`src/rtl/pipeline_hazard_ctrl.sv`:
```
// Pipeline sequencer: per-stage enables/flushes from load-use, Execute redirects and
// data-memory waits, with saturating stall/flush counters and a sticky memory timeout error.
module pipeline_hazard_ctrl #(
    parameter int REGISTER_ADDRESS_WIDTH = 5,
    parameter int CNT_WIDTH              = 16,
    parameter int MEM_TIMEOUT            = 64
) (
    input  logic                              clk,
    input  logic                              rst,
    input  logic                              resultSrcE_i,
    input  logic                              regWriteE_i,
    input  logic [REGISTER_ADDRESS_WIDTH-1:0] AD3E_i,
    input  logic [REGISTER_ADDRESS_WIDTH-1:0] rs1D_i,
    input  logic [REGISTER_ADDRESS_WIDTH-1:0] rs2D_i,
    input  logic                              useRs1D_i,
    input  logic                              useRs2D_i,
    input  logic                              redirectE_i,
    input  logic                              memReqM_i,
    input  logic                              memReadyM_i,
    output logic                              enPC_o,
    output logic                              enD_o,
    output logic                              enE_o,
    output logic                              enM_o,
    output logic                              enW_o,
    output logic                              flushD_o,
    output logic                              flushE_o,
    output logic [CNT_WIDTH-1:0]              stallCnt_o,
    output logic [CNT_WIDTH-1:0]              flushCnt_o,
    output logic                              memErr_o
);

    localparam int WAIT_W = $clog2(MEM_TIMEOUT + 1);
    localparam logic [WAIT_W-1:0]    WAIT_ONE  = WAIT_W'(1);
    localparam logic [WAIT_W-1:0]    WAIT_LAST = WAIT_W'(MEM_TIMEOUT - 1);
    localparam logic [CNT_WIDTH-1:0] CNT_ONE   = CNT_WIDTH'(1);

    typedef enum logic [1:0] {
        ST_RUN,
        ST_MEM_WAIT,
        ST_ERROR
    } state_t;

    state_t                state_reg, state_next;
    logic [WAIT_W-1:0]     wait_cnt_reg, wait_cnt_next;
    logic [CNT_WIDTH-1:0]  stall_cnt_reg, flush_cnt_reg;
    logic                  mem_err_reg, mem_err_next;
    logic                  flush_inc;

    logic [REGISTER_ADDRESS_WIDTH-1:0] src_reg_d [2];
    logic [1:0]                        src_used;
    logic [1:0]                        src_match;
    logic                              load_use;
    logic                              mem_stall;

    assign src_reg_d[0] = rs1D_i;
    assign src_reg_d[1] = rs2D_i;
    assign src_used     = {useRs2D_i, useRs1D_i};

    generate
        for (genvar gi = 0; gi < 2; gi++) begin : g_src_match
            assign src_match[gi] = src_used[gi] & (src_reg_d[gi] == AD3E_i);
        end
    endgenerate

    // x0 is hardwired to zero, so a load targeting it never creates a dependency.
    assign load_use  = resultSrcE_i & regWriteE_i & (AD3E_i != '0) & (|src_match);
    assign mem_stall = memReqM_i & ~memReadyM_i;

    always_comb begin
        enPC_o        = 1'b0;
        enD_o         = 1'b0;
        enE_o         = 1'b0;
        enM_o         = 1'b0;
        enW_o         = 1'b0;
        flushD_o      = 1'b0;
        flushE_o      = 1'b0;
        flush_inc     = 1'b0;
        state_next    = state_reg;
        wait_cnt_next = wait_cnt_reg;
        mem_err_next  = mem_err_reg;

        if (rst) begin
            flushD_o = 1'b1;
            flushE_o = 1'b1;
        end else begin
            unique case (state_reg)
                ST_RUN: begin
                    if (mem_stall) begin
                        state_next    = ST_MEM_WAIT;
                        wait_cnt_next = WAIT_ONE;
                    end else if (redirectE_i) begin
                        // Decode instruction is squashed, so any load-use on it is moot.
                        {enPC_o, enD_o, enE_o, enM_o, enW_o} = '1;
                        flushD_o  = 1'b1;
                        flushE_o  = 1'b1;
                        flush_inc = 1'b1;
                    end else if (load_use) begin
                        enE_o    = 1'b1;
                        enM_o    = 1'b1;
                        enW_o    = 1'b1;
                        flushE_o = 1'b1;
                    end else begin
                        {enPC_o, enD_o, enE_o, enM_o, enW_o} = '1;
                    end
                end
                ST_MEM_WAIT: begin
                    // Completing cycle stays frozen; held inputs are acted on next RUN cycle.
                    if (memReadyM_i) begin
                        state_next    = ST_RUN;
                        wait_cnt_next = '0;
                    end else if (wait_cnt_reg == WAIT_LAST) begin
                        state_next    = ST_ERROR;
                        wait_cnt_next = '0;
                        mem_err_next  = 1'b1;
                    end else begin
                        wait_cnt_next = wait_cnt_reg + WAIT_ONE;
                    end
                end
                ST_ERROR: begin
                    state_next = ST_ERROR;
                end
                default: begin
                    state_next = ST_RUN;
                end
            endcase
        end
    end

    always_ff @(posedge clk) begin
        if (rst) begin
            state_reg     <= ST_RUN;
            wait_cnt_reg  <= '0;
            stall_cnt_reg <= '0;
            flush_cnt_reg <= '0;
            mem_err_reg   <= 1'b0;
        end else begin
            state_reg    <= state_next;
            wait_cnt_reg <= wait_cnt_next;
            mem_err_reg  <= mem_err_next;
            if (!enPC_o && stall_cnt_reg != '1) begin
                stall_cnt_reg <= stall_cnt_reg + CNT_ONE;
            end
            if (flush_inc && flush_cnt_reg != '1) begin
                flush_cnt_reg <= flush_cnt_reg + CNT_ONE;
            end
        end
    end

    assign stallCnt_o = stall_cnt_reg;
    assign flushCnt_o = flush_cnt_reg;
    assign memErr_o   = mem_err_reg;

endmodule

```
`config.mk`:
```
export PLATFORM = sky130hd
export DESIGN_NAME = pipeline_hazard_ctrl
export DESIGN_NICKNAME = d
export VERILOG_FILES = /design/src/rtl/pipeline_hazard_ctrl.sv
export SDC_FILE = /design/constraint.sdc
export NUM_CORES = 1
export LEC_CHECK = 0
export CAP_MARGIN = 40
export CORE_MARGIN = 2
export CORE_UTILIZATION = 35
export CTS_BUF_LIST = sky130_fd_sc_hd__clkbuf_4 sky130_fd_sc_hd__clkbuf_8
export DETAILED_ROUTE_END_ITERATION = 7
export SETUP_SLACK_MARGIN = 0.02
export SLEW_MARGIN = 10
export SYNTH_ARGS = -nofsm -noshare
export SYNTH_HDL_FRONTEND = slang
export SYNTH_SLANG_ARGS = --single-unit
export TNS_END_PERCENT = 1
```
`constraint.sdc`:
```
create_clock -name clk -period 1.8 [get_ports clk]
set_clock_uncertainty 0.05 [all_clocks]
set_input_delay 0.18 -clock clk [delete_from_list [all_inputs] [get_ports clk]]
set_output_delay 0.18 -clock clk [all_outputs]
set_load 0.05 [all_outputs]
```
==> qor.csv, run 1 <==
stage,metric,value,unit
outcome,outcome,completed,
detailed_routing,top_layer_used,met4,
detailed_routing,first_iter_violations,84,
setup_path,crit_arrival,1.57,ns
clock_tree,numCtsBuffers,5,
setup_path,crit_type,reg2out,
setup_path,cp.buffers_inverters,2,
sta,setup-violations-final,0,
detailed_routing,vias,2289,
pwr,ir_drop,0.443,mV
clock_tree,clock_sinks,42,
detailed_routing,drt-total-wl,5720,um
sta,rsz0062_at_grt,true,
placement,place_congestion,0.818,
clock_tree,cts_max_level,2,
floorplan,ios,64,
yosys,syn-cell-area,2200,um^2
run,drv_cap,0,
setup_path,crit_chain,a2111oi_4 > buf_6 > a21boi_4 > buf_12,
sta,fmax,557,MHz
sta,fin_crit_sh,99.8,%
setup_path,cp-end-kind,primary output,
detailed_routing,wl_met2,2740,um
placement,hpwlAfterDp,4370,um
detailed_routing,vias_per_cell,4.94,
setup_path,rr_startpoint,state_reg[0],
setup_path,cpPeakStageDelay,0.36,ns
setup_path,critical_path_depth,4,
setup_path,critPathSlowestCell,dfxtp_2,
pwr,cellPowerDensity,615,nW/um^2
grt,grt_pass1_vias,2125,
floorplan,initial_core_util,36.8,%
sta,finalHoldViolations,0,
grt,antenna_found_initial,0,
yosys,synth-seq-cells,42,
clock_tree,clk_latency,0.29,ns
pwr,fin_total_pwr,0.00214,W
placement,io_buffers,63,
yosys,async_reset_ff_share,0,%
detailed_routing,dr.pass1.iters,4,
floorplan,die_y,83.3,um
yosys,synthFlopType,dfxtp_1,
detailed_routing,drc,0,
yosys,synth_nets,300,
sta,slew_viol_final,0,
clock_tree,cts_tree,done,
clock_tree,clockBufferDepth,2,
grt,gr-total-overflow,0,
setup_path,worstReg2RegEnd,stallCnt_o[1],
floorplan,core_area,5990,um^2
yosys,synth_edf_count,0,
cells_and_area,drive_gt1_share,30.2,%
grt,grt_pass1_wl,9460,um
clock_tree,clock-root-buffer,clkbuf_8,
yosys,synth_cell_types,40,
yosys,synth.avg_cell_area,8.07,um^2
yosys,syn_inst,273,
cells_and_area,final_nets,414,
setup_path,start_kind,flop,
setup_path,r2r_slack,0.01,ns
yosys,yosysWarnings,0,
setup_path,crit_end,enD_o,
setup_path,worstPathMaxFanout,5,
setup_path,cp_data_required_time,1.57,ns
grt,grt_max_degree,32,
cells_and_area,antennaDiodeCount,0,
detailed_routing,wl_per_cell,12.3,um
detailed_routing,wl_met1,2620,um
cells_and_area,final_common_cell,buf_4,
floorplan,die_w,83.3,um
detailed_routing,antenna_left,0,
floorplan,rows,28,
yosys,seq_area_frac_synth,38.2,%
setup_path,r2r_cells,8,
setup_path,critical_path.startpoint,state_reg[0],
pwr,p_leak,1.57,nW
cells_and_area,synthToLayoutAreaGrowth,58.0,%
sta,period_needed,1.80,ns
sta,fin_setup_tns,0,ns
hold_path,hold_class,in2reg,
detailed_routing,routed-wl-met3,268,um
setup_path,critical_path.top_delay_family,compound AO/OA/AOI/OAI gates,
grt,track_usage,16.4,%
cells_and_area,layout_common_cells,"buf_4, dfxtp_1, nand2_1",
sta,slew_headroom,66.7,%
floorplan,die_area,6950,um^2
clock_tree,clkTransAtPathRegs,0.08,ns
sta,worst_pin_slew,0.499,ns
-- report_power, final --
| part | internal, W | leakage (nW) | switching [W] |
|---|---|---|---|
| combinational | 0.000204 | 1.17 | 0.000221 |
| sequential | 0.000944 | 0.343 | 0.0000105 |
| clock | 0.000429 | 0.0548 | 0.000331 |
-- stage by stage --
stage / util (%) / setup WS, ns / hold WS (ns) / instance area (um^2) / instances
after floorplan: - / -0.372 / 0.337 / 2230 / 273
after global placement: 54.6 / -0.330 / 0.376 / 3270 / 450
after detailed placement: 54.6 / -0.375 / 0.379 / 3270 / 450
after CTS: 57.2 / -0.0262 / 0.293 / 3430 / 463
after global routing: 58.1 / -0.109 / 0.316 / 3480 / 463
final: 58.1 / 0.00400 / 0.303 / 3480 / 463
-- how the worst min path moves through the flow --
stage / to / slack (ns) / start / depth (start not counted)
after floorplan: state_reg[1] / 0.34 / memReadyM_i / 3
after global placement: wait_cnt_reg[6] / 0.38 / wait_cnt_reg[6] / 2
after detailed placement: wait_cnt_reg[6] / 0.38 / wait_cnt_reg[6] / 2
after CTS: state_reg[0] / 0.29 / memReadyM_i / 3
after global routing: state_reg[0] / 0.32 / memReadyM_i / 3
final: state_reg[0] / 0.30 / memReadyM_i / 3
-- timing repair --
item / in CTS / in global routing
pin swaps: 9 / 5
hold endpoints to repair: 0 / 0
setup buffers: 5 / 0
hold buffers: 0 / 0
setup endpoints to repair: 21 / 34
resized for setup: 18 / 18
-- synth_stat cells, types with 2 or more instances --
library cell	number	area (um^2)
o21ai_0	16	80.1
dfxtp_1	42	841
mux2i_1	2	20.0
nor3_1	7	35.0
or3_1	17	106
nand3_1	10	50.1
inv_1	10	37.5
nand2_1	32	120
and4_4	2	22.5
xnor2_1	13	114
buf_4	3	22.5
nand4_1	10	62.6
and2_1	2	12.5
and4_1	4	35.0
nor2_1	31	116
o21ai_1	3	15.0
clkbuf_1	3	11.3
and3_1	6	37.5
buf_2	2	10.0
a21oi_1	24	120
xor2_1	13	114
ha_1	3	37.5
-- worst reg2reg max path: cells and delay by family, from the launching register on --
family | cells | cell delay (ns)
compound gates | 3 | 0.60
buf+inv | 3 | 0.45
flops | 1 | 0.36
mux | 1 | 0.17
simple gates | 1 | 0.05
-- cell families after synthesis --
logic type                 after synthesis  synth area share [%]
AOI/OAI and AO/OA                       55                  15.6
xor gates and xnor gates                26                  10.3
buffers and inverters                   20                  4.88
muxes                                    2                 0.909
adders and majority gates                3                  1.70
DFF                                     42                  38.2
and+or+nand+nor                        125                  28.5
-- layout make-up --
cell class	count	area (um^2)
repair buffers	117	1080
clock inverters	2	37.5
flip-flops and latches	42	852
fillers	566	2510
multi-input cells	211	1310
well taps	75	93.8
clock buffers	6	76.3
inverters	10	37.5
-- routing by layer --
layer | global-route usage, % | vias up
li1 | - | 1182
met1 | 20.2 | 1049
met5 | 0 | -
met3 | 3.88 | 7
met2 | 27.8 | 51
met4 | 5.81 | 0
(Power assumes the default switching activity.)
==> inputs of run 2 (changes only) <==
--- a/config.mk
+++ b/config.mk
@@ -10,6 +10,7 @@
 export CORE_UTILIZATION = 35
 export CTS_BUF_LIST = sky130_fd_sc_hd__clkbuf_4 sky130_fd_sc_hd__clkbuf_8
 export DETAILED_ROUTE_END_ITERATION = 7
+export MAX_ROUTING_LAYER = met4
 export SETUP_SLACK_MARGIN = 0.02
 export SLEW_MARGIN = 10
 export SYNTH_ARGS = -nofsm -noshare
==> qor.csv, run 2 (same netlist as run 1, synthesis figures left out) <==
stage,metric,value,unit,change
detailed_routing,dr.pass1.iters,4,,unchanged
sta,period_needed,1.80,ns,+0.00310 ns
sta,fmax,556,MHz,-0.17%
detailed_routing,vias_per_cell,4.95,,+0.17%
clock_tree,clk_latency,0.29,ns,about the same
setup_path,cpPeakStageDelay,0.35,ns,about the same
setup_path,critical_path_depth,8,,+4
pwr,swShare,26.3,%,-0.034 points
setup_path,worstReg2RegEnd,stallCnt_o[1],,
setup_path,worstPathMaxFanout,16,,+11
hold_path,hold_class,in2reg,,
clock_tree,clock_sinks,42,,unchanged
grt,grt_max_degree,32,,unchanged
floorplan,die_area,6950,um^2,unchanged
detailed_routing,drc,0,,unchanged
sta,finalHoldViolations,0,,unchanged
placement,place_congestion,0.830,,+1.5%
detailed_routing,vias,2293,,+0.17%
grt,grt_pass1_wl,9470,um,+0.15%
detailed_routing,wl_per_cell,12.4,um,+0.19%
sta,worst_pin_slew,0.499,ns,unchanged
setup_path,crit_type,reg2reg,,
run,drv_cap,0,,unchanged
sta,slew_viol_final,0,,unchanged
cells_and_area,final_common_cell,buf_4,,
detailed_routing,drt-total-wl,5730,um,+0.19%
clock_tree,cts_max_level,2,,unchanged
setup_path,r2r_cells,8,,unchanged
pwr,p_int,0.00158,W,about the same
floorplan,initial_core_util,36.8,%,unchanged
sta,fin_crit_sh,99.9,%,+0.17 points
pwr,ir_drop,0.443,mV,about the same
clock_tree,clkTransAtPathRegs,0.08,ns,about the same
setup_path,cp_data_required_time,1.93,ns,+0.36 ns
grt,gr-total-overflow,0,,unchanged
sta,rsz0062_at_grt,true,,
floorplan,rows,28,,unchanged
sta,slew_headroom,66.7,%,unchanged
cells_and_area,drive_gt1_share,29.6,%,-0.52 points
cells_and_area,synthToLayoutAreaGrowth,58.3,%,
floorplan,die_w,83.3,um,unchanged
pwr,p_sw,0.000562,W,-0.14%
setup_path,cpMostUsedCell,and4_4,,
clock_tree,cts_tree,done,,
sta,setup-violations-final,0,,unchanged
pwr,power_frac_comb,19.9,%,about the same
floorplan,core_area,5990,um^2,unchanged
pwr,cellPowerDensity,614,nW/um^2,-0.15%
cells_and_area,utilization,58.2,%,+0.084 points
setup_path,critical_path.top_delay_family,simple AND/OR/NAND/NOR gates,,
floorplan,ios,64,,unchanged
cells_and_area,antennaDiodeCount,0,,unchanged
setup_path,crit_end,stallCnt_o[1],,
placement,hpwlAfterDp,4370,um,unchanged
setup_path,cp.buffers_inverters,2,,unchanged
cells_and_area,final_nets,414,,unchanged
setup_path,crit_chain,and4_4 > and4_4 > a21oi_2 > a21oi_4 > buf_12 > buf_4 > mux2i_1 > nor2_1,,
pwr,fin_total_pwr,0.00214,W,about the same
detailed_routing,antenna_left,0,,unchanged
cells_and_area,layout_common_cells,"buf_4, dfxtp_1, nand2_1",,
clock_tree,clock-root-buffer,clkbuf_8,,
clock_tree,clockBufferDepth,2,,unchanged
setup_path,r2r_slack,0.0009,ns,about the same
setup_path,rr_startpoint,stallCnt_o[7],,
grt,antenna_found_initial,0,,unchanged
setup_path,crit_arrival,1.93,ns,+0.36 ns
pwr,p_leak,1.58,nW,+0.65%
grt,grt_pass1_vias,2123,,-0.094%
clock_tree,hold_buffers,0,,unchanged
cells_and_area,fillers,568,,+0.35%
setup_path,critPathSlowestCell,dfxtp_1,,
setup_path,cp-end-kind,flop,,
outcome,outcome,completed,,
placement,io_buffers,63,,unchanged
grt,track_usage,16.9,%,+0.48 points
setup_path,start_kind,flop,,
setup_path,critical_path.startpoint,stallCnt_o[7],,
detailed_routing,first_iter_violations,90,,+7.1%
pwr,pwr-share-clk,35.5,%,about the same
pwr,pwr-share-seq,44.6,%,about the same
floorplan,die_y,83.3,um,unchanged
clock_tree,numCtsBuffers,5,,unchanged
run 2: cell count changes in the layout (fill, tap and decap cells not counted), sizes merged:
cell,before,now
dlymetal6s2s,11,12
clkdlybuf4s50,10,9
run 2: layer usage:
layer | vias up | wire, um | track usage, %
li1 | 1185 | - | -
met1 | 1052 | 2620 | 20.3
met2 | 49 | 2750 | 27.8
met3 | 7 | 275 | 3.88
met4 | 0 | 87 | 5.81
met5 | - | 0 | -
run 2: area by class of cell:
| type | instances | area [um^2] | share of cell area (%) |
|---|---|---|---|
| tap | 75 | 93.8 | 2.69 |
| clock inverter | 2 | 37.5 | 1.08 |
| sequential | 42 | 851 | 24.4 |
| inverter | 10 | 37.5 | 1.08 |
| clock buffer | 6 | 76.3 | 2.19 |
| timing repair buffer | 117 | 1090 | 31.2 |
| multi-input combinational | 211 | 1300 | 37.4 |
run 2: worst min-delay path by stage:
stage,start,end,depth (start not counted)
final,memReadyM_i,state_reg[0],3
after floorplan,memReadyM_i,state_reg[1],3
after global placement,wait_cnt_reg[6],wait_cnt_reg[6],2
after detailed placement,wait_cnt_reg[6],wait_cnt_reg[6],2
after CTS,memReadyM_i,state_reg[0],3
after global routing,memReadyM_i,state_reg[0],3
run 2: power by group through the flow:
| stage | logic [W] | registers, W | clock network [W] |
|---|---|---|---|
| 2_1_floorplan | 0.000177 | 0.00102 | 0 |
| 3_3_place_gp | 0.000418 | 0.000976 | 0 |
| 3_5_place_dp | 0.000420 | 0.000977 | 0 |
| 4_1_cts | 0.000430 | 0.000955 | 0.000784 |
| 5_1_grt | 0.000453 | 0.000957 | 0.000833 |
| 6_report | 0.000426 | 0.000955 | 0.000759 |
run 2: timing repair:
item | in CTS | in global routing
gates resized for setup | 18 | 19
endpoints found under the setup margin | 21 | 34
setup buffers | 5 | 0
pin swaps | 9 | 0
run 2: worst min-delay path, delay by kind of cell:
kind	cells	cell delay, ns
buf+inv	2	0.29
simple gates	1	0.14
run 2: metrics by stage:
step / cells / setup slack [ns] / hold WS (ns) / TNS, ns / cell area, um^2
2_1_floorplan: 273 / -0.372 / 0.337 / -8.47 / 2230
3_3_place_gp: 450 / -0.330 / 0.376 / -7.19 / 3270
3_5_place_dp: 450 / -0.375 / 0.379 / -7.69 / 3270
4_1_cts: 463 / -0.0262 / 0.293 / -0.0682 / 3430
5_1_grt: 463 / -0.111 / 0.314 / -0.712 / 3490
6_report: 463 / 0.000904 / 0.304 / 0 / 3490
==> inputs of run 3 (changes only) <==
--- a/config.mk
+++ b/config.mk
@@ -10,6 +10,7 @@
 export CORE_UTILIZATION = 35
 export CTS_BUF_LIST = sky130_fd_sc_hd__clkbuf_4 sky130_fd_sc_hd__clkbuf_8
 export DETAILED_ROUTE_END_ITERATION = 7
+export GPL_ROUTABILITY_DRIVEN = 0
 export MAX_ROUTING_LAYER = met4
 export SETUP_SLACK_MARGIN = 0.02
 export SLEW_MARGIN = 10
==> constraint.sdc (replaced) <==
create_clock -name clk -period 1.65 [get_ports clk]
set_clock_uncertainty 0.05 [all_clocks]
set_input_delay 0.165 -clock clk [delete_from_list [all_inputs] [get_ports clk]]
set_output_delay 0.165 -clock clk [all_outputs]
set_load 0.05 [all_outputs]
==> qor.csv, run 3 (same netlist as run 1, synthesis figures left out) <==
stage,metric,value,unit,change
sta,fmax,543,MHz,
setup_path,start_kind,flop,,
detailed_routing,antenna_left,0,,unchanged
pwr,p_leak,1.47,nW,-7.1%
sta,setup-violations-final,21,,+21
placement,dp_cells,458,,+1.8%
cells_and_area,layout_common_cells,"buf_4, nand2_1, nor2_1, dfxtp_1, a21oi_1",,
clock_tree,clk_latency,0.29,ns,about the same
sta,fin_ws,-0.193,ns,-0.194 ns
floorplan,initial_core_util,36.8,%,unchanged
setup_path,worstPathMaxFanout,3,,-13
sta,slew_headroom,78.3,%,+12 points
detailed_routing,dr.pass1.iters,4,,unchanged
grt,gr-total-overflow,0,,unchanged
placement,preCtsSetupSlack,-0.527,ns,-0.152 ns
cells_and_area,final_cell_count_no_fill,467,,+0.86%
setup_path,worstReg2RegEnd,stallCnt_o[1],,
setup_path,rr_startpoint,state_reg[1],,
clock_tree,cts_tree,done,,
clock_tree,clkTransAtPathRegs,0.08,ns,about the same
pwr,ir_drop,0.476,mV,+7.4%
cells_and_area,multiInputGateArea,1330,um^2,+1.8%
cells_and_area,final_nets,419,,+1.2%
outcome,violations,setup timing,,
detailed_routing,wl_per_cell,12.7,um,+2.4%
grt,track_usage,17.6,%,+0.72 points
sta,fin_crit_sh,112,%,
cells_and_area,drive_gt1_share,34.9,%,+5.3 points
clock_tree,numCtsBuffers,5,,unchanged
placement,hpwlAfterDp,4470,um,+2.3%
grt,grt_pass1_vias,2246,,+5.8%
pwr,cellPowerDensity,672,nW/um^2,+9.4%
run,drv_cap,0,,unchanged
detailed_routing,first_iter_violations,69,,-23%
sta,period_needed,1.84,ns,
cells_and_area,seqCellArea,855,um^2,+0.44%
cells_and_area,fin_area,3510,um^2,+0.54%
setup_path,r2r_cells,8,,unchanged
floorplan,ios,64,,unchanged
cells_and_area,synthToLayoutAreaGrowth,59.1,%,
outcome,outcome,"complete, but fails checks",,
sta,worst_pin_slew,0.326,ns,-0.173 ns
placement,io_buffers,63,,unchanged
cells_and_area,fillers,579,,+1.9%
detailed_routing,drt-total-wl,5910,um,+3.2%
setup_path,crit_type,reg2out,,
sta,slew_viol_final,0,,unchanged
sta,rsz0062_at_grt,true,,
grt,grt_max_degree,36,,+13%
hold_path,min_from,wait_cnt_reg[6],,
setup_path,r2r_slack,-0.15,ns,-0.15 ns
floorplan,die_w,83.3,um,unchanged
clock_tree,clock_sinks,42,,unchanged
cells_and_area,antennaDiodeCount,0,,unchanged
detailed_routing,vias,2337,,+1.9%
floorplan,core_area,5990,um^2,unchanged
clock_tree,clock-root-buffer,clkbuf_8,,
hold_path,hold_class,reg2reg,,
grt,grt_pass1_wl,10000,um,+5.6%
detailed_routing,drc,0,,unchanged
placement,dpl-instance-area,3300,um^2,+0.76%
hold_path,holdPathStages,2,,-1
floorplan,die_y,83.3,um,unchanged
setup_path,cp_data_required_time,1.43,ns,-0.50 ns
cells_and_area,final_common_cell,buf_4,,
floorplan,die_area,6950,um^2,unchanged
sta,whs,0.403,ns,+0.0988 ns
setup_path,cp-end-kind,primary output,,
cells_and_area,utilization,58.5,%,+0.31 points
floorplan,rows,28,,unchanged
clock_tree,hold_buffers,0,,unchanged
hold_path,worstHoldEndpoint,wait_cnt_reg[6],,
detailed_routing,vias_per_cell,5.00,,+1.0%
grt,antenna_found_initial,0,,unchanged
clock_tree,cts_max_level,2,,unchanged
setup_path,crit_arrival,1.63,ns,-0.30 ns
sta,finalHoldViolations,0,,unchanged
clock_tree,clockBufferDepth,2,,unchanged
==> run 3: how the worst max path moves through the flow <==
stage | from | end | slack [ns] | cells after the start
6_report | state_reg[1] | enD_o | -0.19 | 5
5_1_grt | state_reg[1] | enD_o | -0.25 | 5
4_1_cts | state_reg[0] | enD_o | -0.21 | 5
3_5_place_dp | AD3E_i[0] | stallCnt_o[7] | -0.53 | 8
3_3_place_gp | AD3E_i[2] | stallCnt_o[3] | -0.49 | 9
2_1_floorplan | state_reg[0] | enPC_o | -0.51 | 3
==> run 3: critical path: stages (launching register included) <==
cell       delay (ns)
dfxtp_2          0.35
a2111oi_4        0.38
buf_6            0.15
a21boi_4         0.19
buf_6            0.14
buf_12           0.13
==> run 3: report_power, final <==
part           internal, W  total, W  switching (W)
logic             0.000230  0.000479       0.000248
clock network     0.000484  0.000834       0.000349
registers          0.00103   0.00104      0.0000112
==> run 3: final cells by class <==
cell class              count  share of cell area [%]
well taps                  75                    2.68
repair buffers            122                    30.8
flip-flops and latches     42                    24.4
clock inverters             1                   0.857
inverters                  10                    1.07
clock buffers               6                    2.36
multi-input cells         211                    37.9
==> run 3: repair_timing <==
item,in CTS,in global routing
pin swaps,5,18
gates resized for setup,25,8
endpoints found under the setup margin,35,39
setup buffers,2,0
==> run 3: metrics by stage <==
step | setup TNS, ns | total power, W
4_1_cts | -2.25 | 0.00238
5_1_grt | -4.33 | 0.00246
3_5_place_dp | -13.78 | 0.00153
3_3_place_gp | -13.09 | 0.00153
6_report | -2.05 | 0.00236
2_1_floorplan | -13.26 | 0.00131
==> run 3: routing by layer <==
layer	track usage, %	vias up	part of all wire, %
met2	29.6	53	49
met3	4.27	7	5.3
met1	20.8	1082	45
met5	-	-	0
met4	5.07	0	1.3
li1	-	1195	-
